**config.mk**
```make
export PLATFORM = sky130hd
export DESIGN_NAME = mult_div
export DESIGN_NICKNAME = d
export VERILOG_FILES = /design/src/rtl/mult_div.sv
export SDC_FILE = /design/constraint.sdc
export NUM_CORES = 1
export LEC_CHECK = 0
export ABC_CLOCK_PERIOD_IN_PS = 9800
export CORE_ASPECT_RATIO = 1.2
export CORE_UTILIZATION = 60
export DETAILED_ROUTE_END_ITERATION = 10
export GPL_TIMING_DRIVEN = 0
export PLACE_DENSITY_LB_ADDON = 0.05
export SLEW_MARGIN = 5
export SYNTH_ARGS = -nofsm -noshare
export SYNTH_HDL_FRONTEND = slang
export SYNTH_SLANG_ARGS = --single-unit
```
**constraint.sdc**
```tcl
create_clock -name clk -period 9.8 [get_ports clk]
set_clock_uncertainty 0.05 [all_clocks]
set_input_delay 1.96 -clock clk [delete_from_list [all_inputs] [get_ports clk]]
set_output_delay 1.96 -clock clk [all_outputs]
set_load 0.01 [all_outputs]
```
**src/rtl/mult_div.sv**
```systemverilog
// Iterative 32-step multiply / restoring divide unit beside EX.
// Presents {hi, lo} with a one-cycle done pulse, then returns to idle unconditionally.
module mult_div #(
  parameter int ITER = 32
) (
  input  logic        clk,
  input  logic        rst,
  input  logic [5:0]  funct,
  input  logic [31:0] operand_1,
  input  logic [31:0] operand_2,
  input  logic        flush,
  output logic        mult_div_done,
  output logic [63:0] mult_div_result
);

  localparam logic [5:0] FUNCT_MULT  = 6'b011000;
  localparam logic [5:0] FUNCT_MULTU = 6'b011001;
  localparam logic [5:0] FUNCT_DIV   = 6'b011010;
  localparam logic [5:0] FUNCT_DIVU  = 6'b011011;

  typedef enum logic [1:0] {S_IDLE, S_MUL, S_DIV, S_DONE} state_t;

  state_t      state, state_nxt;
  logic [5:0]  count;
  logic        sgn, s1, s2, dz;
  logic [31:0] op1_q, a_mag, b_mag;
  logic [63:0] acc;

  logic        is_mul, is_div, start_sgn, last;
  logic [31:0] mag1, mag2;
  logic [32:0] mul_sum;
  logic [63:0] mul_acc, div_acc, res_fix;
  logic [32:0] div_rs;
  logic [31:0] div_diff, quo, rem;

  assign is_mul    = (funct == FUNCT_MULT) || (funct == FUNCT_MULTU);
  assign is_div    = (funct == FUNCT_DIV)  || (funct == FUNCT_DIVU);
  assign start_sgn = (funct == FUNCT_MULT) || (funct == FUNCT_DIV);
  assign last      = (count == 6'(ITER - 1));
  assign mag1      = (start_sgn && operand_1[31]) ? -operand_1 : operand_1;
  assign mag2      = (start_sgn && operand_2[31]) ? -operand_2 : operand_2;

  always_ff @(posedge clk or negedge rst) begin
    if (!rst) state <= S_IDLE;
    else      state <= state_nxt;
  end

  always_comb begin
    state_nxt     = state;
    mult_div_done = 1'b0;
    case (state)
      S_IDLE: begin
        if (!flush && is_mul)      state_nxt = S_MUL;
        else if (!flush && is_div) state_nxt = S_DIV;
      end
      S_MUL, S_DIV: begin
        if (flush)     state_nxt = S_IDLE;
        else if (last) state_nxt = S_DONE;
      end
      S_DONE: begin
        mult_div_done = !flush;
        state_nxt     = S_IDLE;
      end
      default: state_nxt = S_IDLE;
    endcase
  end

  // Shift-add step: carry from the high-half add shifts into acc[63].
  assign mul_sum = {1'b0, acc[63:32]} + {1'b0, (b_mag[0] ? a_mag : 32'd0)};
  assign mul_acc = {mul_sum, acc[31:1]};

  // Restoring step: the shifted remainder is < 2*divisor, so a passing
  // trial difference always fits in 32 bits.
  assign div_rs   = {acc[63:32], acc[31]};
  assign div_diff = div_rs[31:0] - a_mag;
  assign div_acc  = (div_rs >= {1'b0, a_mag}) ? {div_diff, acc[30:0], 1'b1}
                                              : {div_rs[31:0], acc[30:0], 1'b0};

  always_comb begin
    quo     = div_acc[31:0];
    rem     = div_acc[63:32];
    res_fix = mul_acc;
    if (state == S_MUL) begin
      if (sgn && (s1 ^ s2)) res_fix = -mul_acc;
    end else if (dz) begin
      res_fix = {op1_q, 32'hFFFF_FFFF};
    end else begin
      if (sgn && (s1 ^ s2)) quo = -div_acc[31:0];
      if (sgn && s1)        rem = -div_acc[63:32];
      res_fix = {rem, quo};
    end
  end

  always_ff @(posedge clk or negedge rst) begin
    if (!rst) begin
      count           <= '0;
      sgn             <= 1'b0;
      s1              <= 1'b0;
      s2              <= 1'b0;
      dz              <= 1'b0;
      op1_q           <= '0;
      a_mag           <= '0;
      b_mag           <= '0;
      acc             <= '0;
      mult_div_result <= '0;
    end else begin
      if (state == S_IDLE && state_nxt != S_IDLE) begin
        sgn   <= start_sgn;
        s1    <= operand_1[31];
        s2    <= operand_2[31];
        dz    <= (operand_2 == 32'd0);
        op1_q <= operand_1;
        count <= '0;
        if (is_mul) begin
          a_mag <= mag1;
          b_mag <= mag2;
          acc   <= '0;
        end else begin
          a_mag <= mag2;
          b_mag <= '0;
          acc   <= {32'd0, mag1};
        end
      end else if (state == S_MUL) begin
        acc   <= mul_acc;
        b_mag <= b_mag >> 1;
        count <= count + 6'd1;
      end else if (state == S_DIV) begin
        acc   <= div_acc;
        count <= count + 6'd1;
      end
      if (state_nxt == S_DONE) mult_div_result <= res_fix;
    end
  end

endmodule

```
After elaboration in Yosys (flattened, before gate mapping)

Cells that the tools add are included.

Word-level logic and storage cells: 73
ROM bits: 0
Memories: 0
Output and inout port bits: 65
Latch bits: 0
Flip-flop bits (word level): 236
RAM bits: 0

Bitwise logic cells: 1
Div/mod/pow operators: 0
Multiply operators: 0
Magnitude comparators: 1
$add $sub $neg: 8
Reductions and logical operators: 17
Equal/unequal tests: 9
Multiplexer cells: 26
Shift-type cells: 0

Operators by type and width:

| cell                                                | number |
|---|---|
| 2-to-1 mux 64 bit                                   | 7 |
| 2-to-1 mux 32 bit                                   | 10 |
| negation 32 bit                                     | 4 |
| negation 64 bit                                     | 1 |
| adder 32 x 32 -> 33 bit                             | 1 |
| greater-or-equal comparator 33 x 32 -> 1 bit        | 1 |
| zero test 32 bit                                    | 1 |
| subtractor 32 bit                                   | 1 |
| equality test 6 x 5 -> 1 bit, second input constant | 5 |
| 2-to-1 mux 6 bit                                    | 3 |
| 2-to-1 mux 2 bit                                    | 4 |
| logical AND 1 bit                                   | 7 |
| adder 6 x 1 -> 6 bit, second input constant         | 1 |
| equality test 2 bit, second input constant          | 3 |
| one-hot mux 2 bit (3 select lines)                  | 1 |
| nonzero test 2 bit                                  | 2 |
| logical OR 1 bit                                    | 3 |
| nonzero test 3 bit                                  | 1 |
| equality test 2 x 1 -> 1 bit, second input constant | 1 |
| zero test 2 bit                                     | 1 |
| OR reduction 2 bit                                  | 1 |
| zero test 1 bit                                     | 1 |
| 2-to-1 mux 1 bit                                    | 1 |
| XOR 1 bit                                           | 1 |

Logic depth before layout (Yosys ltp)

Word-level depth: 9
Depth in mapped cells: 25
Gate-level depth less buffers: 21

Worst setup path before layout

Ideal clock, no wire load.

Path kind: reg2reg
Start: reg acc[45]
End: reg mult_div_result[56]
Path buffers: 4
Slack: 4,068 ps
Setup time: 83 ps
Required time: 9,667 ps
Stages on the path, launching flop included: 25
Arrival time: 5,599 ps
Path through: dfrtp_1 > ha_1 > clkbuf_1 > nand4_1 > or4_1 > or4_1 > o211a_1 > o21ai_2 > buf_2 > buf_2 > buf_2 > nand2_1 > o21ai_0 > ha_1 > nand3b_1 > or3_1 > nor4_1 > o211ai_1 > o41ai_2 > nand2b_1 > nor3_2 > a21oi_1 > xnor2_1 > a221o_1 > o21ai_0

Longest elaborated chain between the ends: 6
Elaborated cells between the ends (all ways): 10
Those cells by class: 4 x add/sub; 1 x order compare; 5 x mux

RTL lines:

| element                                                                                  | RTL line | source |
|---|---|---|
| start, declared                                                                          | 27       | `logic [63:0] acc;` |
| start signal, assigned                                                                   | 121      | `acc <= {32'd0, mag1};` |
| start signal, assigned                                                                   | 124      | `acc <= mul_acc;` |
| start signal, assigned                                                                   | 128      | `acc <= div_acc;` |
| subtractor 32 bit / greater-or-equal comparator 33 x 32 -> 1 bit (equally long branches) | 75, 76   |  |
| 2-to-1 mux 64 bit                                                                        | 76       | `assign div_acc = (div_rs >= {1'b0, a_mag}) ? {div_diff, acc[30:0], 1'b1}` |
| negation 32 bit                                                                          | 89       | `if (sgn && s1) rem = -div_acc[63:32];` |
| 2-to-1 mux 32 bit                                                                        | 89       |  |
| 2-to-1 mux 64 bit                                                                        | 85       | `end else if (dz) begin` |
| 2-to-1 mux 64 bit *                                                                      | 83       | `if (state == S_MUL) begin` |
| end signal, assigned                                                                     | 131      | `if (state_nxt == S_DONE) mult_div_result <= res_fix;` |
| end, declared                                                                            | 13       | `output logic [63:0] mult_div_result` |

Every way passes the cells marked *; elsewhere a longest branch is shown, timed or not.
A chain may end at the register's enable or synchronous reset.

Worst setup path in the final report

Start: reg acc[31]
End: reg mult_div_result[54]

Same word-level chain as after synthesis.

==> flow_summary.json <==
{
  "cts_resized": 0,
  "portBuffers": 137,
  "reg2reg_from": "acc[31]$_DFFE_PN0P_",
  "ys_top_cells_by_area": "dfrtp_1 (29%), nand2_1 (6.2%), xnor2_1 (5.8%)",
  "hp-class": "register to register",
  "min_path_cells": 1,
  "tightestPinTransition_ns": 1.257,
  "leakage_uw": 0.009450,
  "power.switching_uw": 4641,
  "post-cts-setup-buffer-count": 0,
  "wl_mm": 84.33,
  "cts_tree": "yes",
  "synth_top_area_share_pct": 29.37,
  "via_per_inst": 7.024,
  "yosysMostFrequentCell": "nand2_1",
  "rsz0062_at_grt": "no",
  "criticalPathCategory": "register to register",
  "clockBufferDepth": 3,
  "start_util_pct": 61.56,
  "tns_ns": 0,
  "swShare_pct": 54.75,
  "ys_types": 93,
  "setup_violations": 0,
  "clk_pin_slew_ns": 0.06,
  "overflow": 0,
  "cp.arrival_ns": 8.94,
  "r2r_slack_ns": 1.25,
  "reg2reg_depth": 24,
  "via_count": 22590,
  "hold_start": "mult_div_result[24]$_DFFE_PN0N_",
  "ys_ff_latch": 235,
  "fmax_mhz": 117.0,
  "root_buffer": "clkbuf_16",
  "p_comb_share_pct": 67.5,
  "antenna_found_initial": 2,
  "drc": 0,
  "die_w_um": 168.8,
  "ir_drop_uv": 291.5,
  "track_usage_pct": 48.72,
  "critical_path.max_fanout": 10,
  "die_area_mm2": 0.03410,
  "first_pass_iters": 7,
  "slew_headroom_pct": 14.01,
  "drt-initial-drc-count": 3698,
  "synth_edf_count": 0,
  "status": "complete, no violations",
  "yosysSeqAreaShare_pct": 29.37,
  "final_core_util_pct": 70.38,
  "dieHeight_um": 202.1,
  "async_reset_ff_share_pct": 100.0,
  "h-tree-depth": 1,
  "hold_viol_final": 0,
  "fin_crit_sh_pct": 87.22,
  "clock_sinks": 235,
  "placementRows": 72,
  "p_int_uw": 3836,
  "period_minus_slack_ns": 8.548,
  "cp.required_ns": 10.19,
  "gp_congestion": 1.133,
  "hold_buffers": 0,
  "end_kind": "register",
  "power_density_mw_per_mm2": 370.4,
  "r2r-end": "mult_div_result[54]$_DFFE_PN0N_",
  "synth_fp_nets": 2732,
  "cp-start-kind": "register",
  "grt_pass1_wl_mm": 125.5,
  "numCtsBuffers": 27,
  "core_area_mm2": 0.03252,
  "hpwl_mm": 65.37,
  "syn_to_final_growth_pct": 14.33,
  "drive_above_1_share_pct": 3.571,
  "syn_area_mm2": 0.02002,
  "drv_slew": 0,
  "stdcell_count": 3216,
  "placedCellCount": 3167,
  "wl_per_cell_um": 26.22,
  "synth_cells": 2583,
  "clk_latency_ns": 0.60,
  "ys_warn_count": 0,
  "yosys-top-cells-count": "nand2_1 (329), nor2_1 (263), dfrtp_1 (235)",
  "synth_top_area_cell": "dfrtp_1",
  "final_nets": 2901,
  "pin_count": 138,
  "worstHoldEndpoint": "mult_div_result[24]$_DFFE_PN0N_",
  "grt_pass1_vias": 20990,
  "ys.flop_type": "dfrtp_1",
  "drv_cap": 0,
  "pwr-share-clk_pct": 12.2,
  "grt_max_degree": 121,
  "power_frac_seq_pct": 20.2,
  "diodes": 0,
  "postRouteAntennaNets": 0,
  "postSynthAreaPerCell_um2": 7.751
}
power groups by stage:
stage	combinational, uW	clock [uW]	sequential (uW)
after CTS	5400	1020	1680
after global routing	6000	1060	1730
after floorplan	3530	0	1610
after detailed placement	5360	0	1690
final	5730	1040	1710
after global placement	5240	0	1680
routing by layer:
layer  routed length (um)  share of wire [%]  global-route usage, %
met5                    0                  0                      0
met3                11570                 14                  13.90
met2                35050                 42                  71.90
met1                30450                 36                  62.00
met4                 7252                8.6                  32.24
cells by family after synthesis:
kind of cell,count (synthesis),share of synthesized area (%)
adders and majority gates,76,4.825
muxes,93,4.681
buffers and inverters,266,5.150
xor gates and xnor gates,218,9.537
and+or+nand+nor,918,21.19
DFF,235,29.37
AOI/OAI and AO/OA,777,25.25
through the flow:
stage          power (uW)  hold slack, ns  cell area (um^2)  setup slack [ns]
5_1_grt              8784          0.4391             22890             1.266
6_report             8478          0.4246             22890             1.252
3_3_place_gp         6921          0.4073             21950            -3.089
2_1_floorplan        5143          0.3901             20020             4.068
3_5_place_dp         7050          0.4150             22020             1.881
4_1_cts              8100          0.4279             22890             1.834
worst max-delay path, cell delays in order (launching register included):
cell	delay (ns)
dfrtp_1	0.36
clkbuf_1	0.29
inv_1	0.13
ha_1	0.19
nor2b_1	0.08
o31ai_1	0.43
a21oi_1	0.29
nor4_1	0.85
o21ai_2	0.29
inv_2	0.26
clkbuf_1	0.77
buf_1	0.67
mux2i_1	0.43
ha_1	0.37
nand3b_1	0.14
or3_1	0.45
nor4_1	0.35
o211ai_1	0.21
o41ai_2	0.17
nand2b_1	0.17
nor3_2	0.48
nor2_1	0.13
xor2_1	0.22
a222oi_1	0.51
o21ai_1	0.11
cells in the final DEF, fill, tap and decap left out, types with 54 or more instances in the layout:
master / n
clkdlybuf4s50_1: 136
nand2_1: 329
dfrtp_1: 235
nor2_1: 263
ha_1: 74
inv_1: 75
a21oi_1: 213
mux2i_1: 88
clkbuf_1: 167
o21ai_0: 161
xnor2_1: 133
a211oi_1: 54
xor2_1: 85
nand3_1: 58
flip-flops by register name, summed over array words and instances, names as in the netlist:
name,cells
acc,64
b_mag,32
s2,1
state,2
sgn,1
a_mag,32
mult_div_result,64
dz,1
op1_q,31
count,6
s1,1
worst max path at each step:
stage / from / to / slack [ns] / cells past startpoint
floorplan: acc[45]$_DFFE_PN0P_ / mult_div_result[56]$_DFFE_PN0N_ / 4.07 / 24
global placement: rst / b_mag[14]$_DFFE_PN0P_ / -3.09 / 1
detailed placement: acc[37]$_DFFE_PN0P_ / mult_div_result[54]$_DFFE_PN0N_ / 1.88 / 23
CTS: acc[37]$_DFFE_PN0P_ / mult_div_result[54]$_DFFE_PN0N_ / 1.83 / 23
global route: acc[37]$_DFFE_PN0P_ / mult_div_result[54]$_DFFE_PN0N_ / 1.27 / 23
finish: acc[31]$_DFFE_PN0P_ / mult_div_result[54]$_DFFE_PN0N_ / 1.25 / 24
layout make-up:
type                    instances  area (um^2)
multi-input cells            2082        13110
fillers                      2652         9632
inverters                      77        289.0
flip-flops and latches        235         5881
repair buffers                140         1436
clock inverters                16        173.9
well taps                     444        555.5
clock buffers                  33        698.2
plain buffers                 189        742.0
(Power assumes the default switching activity.)
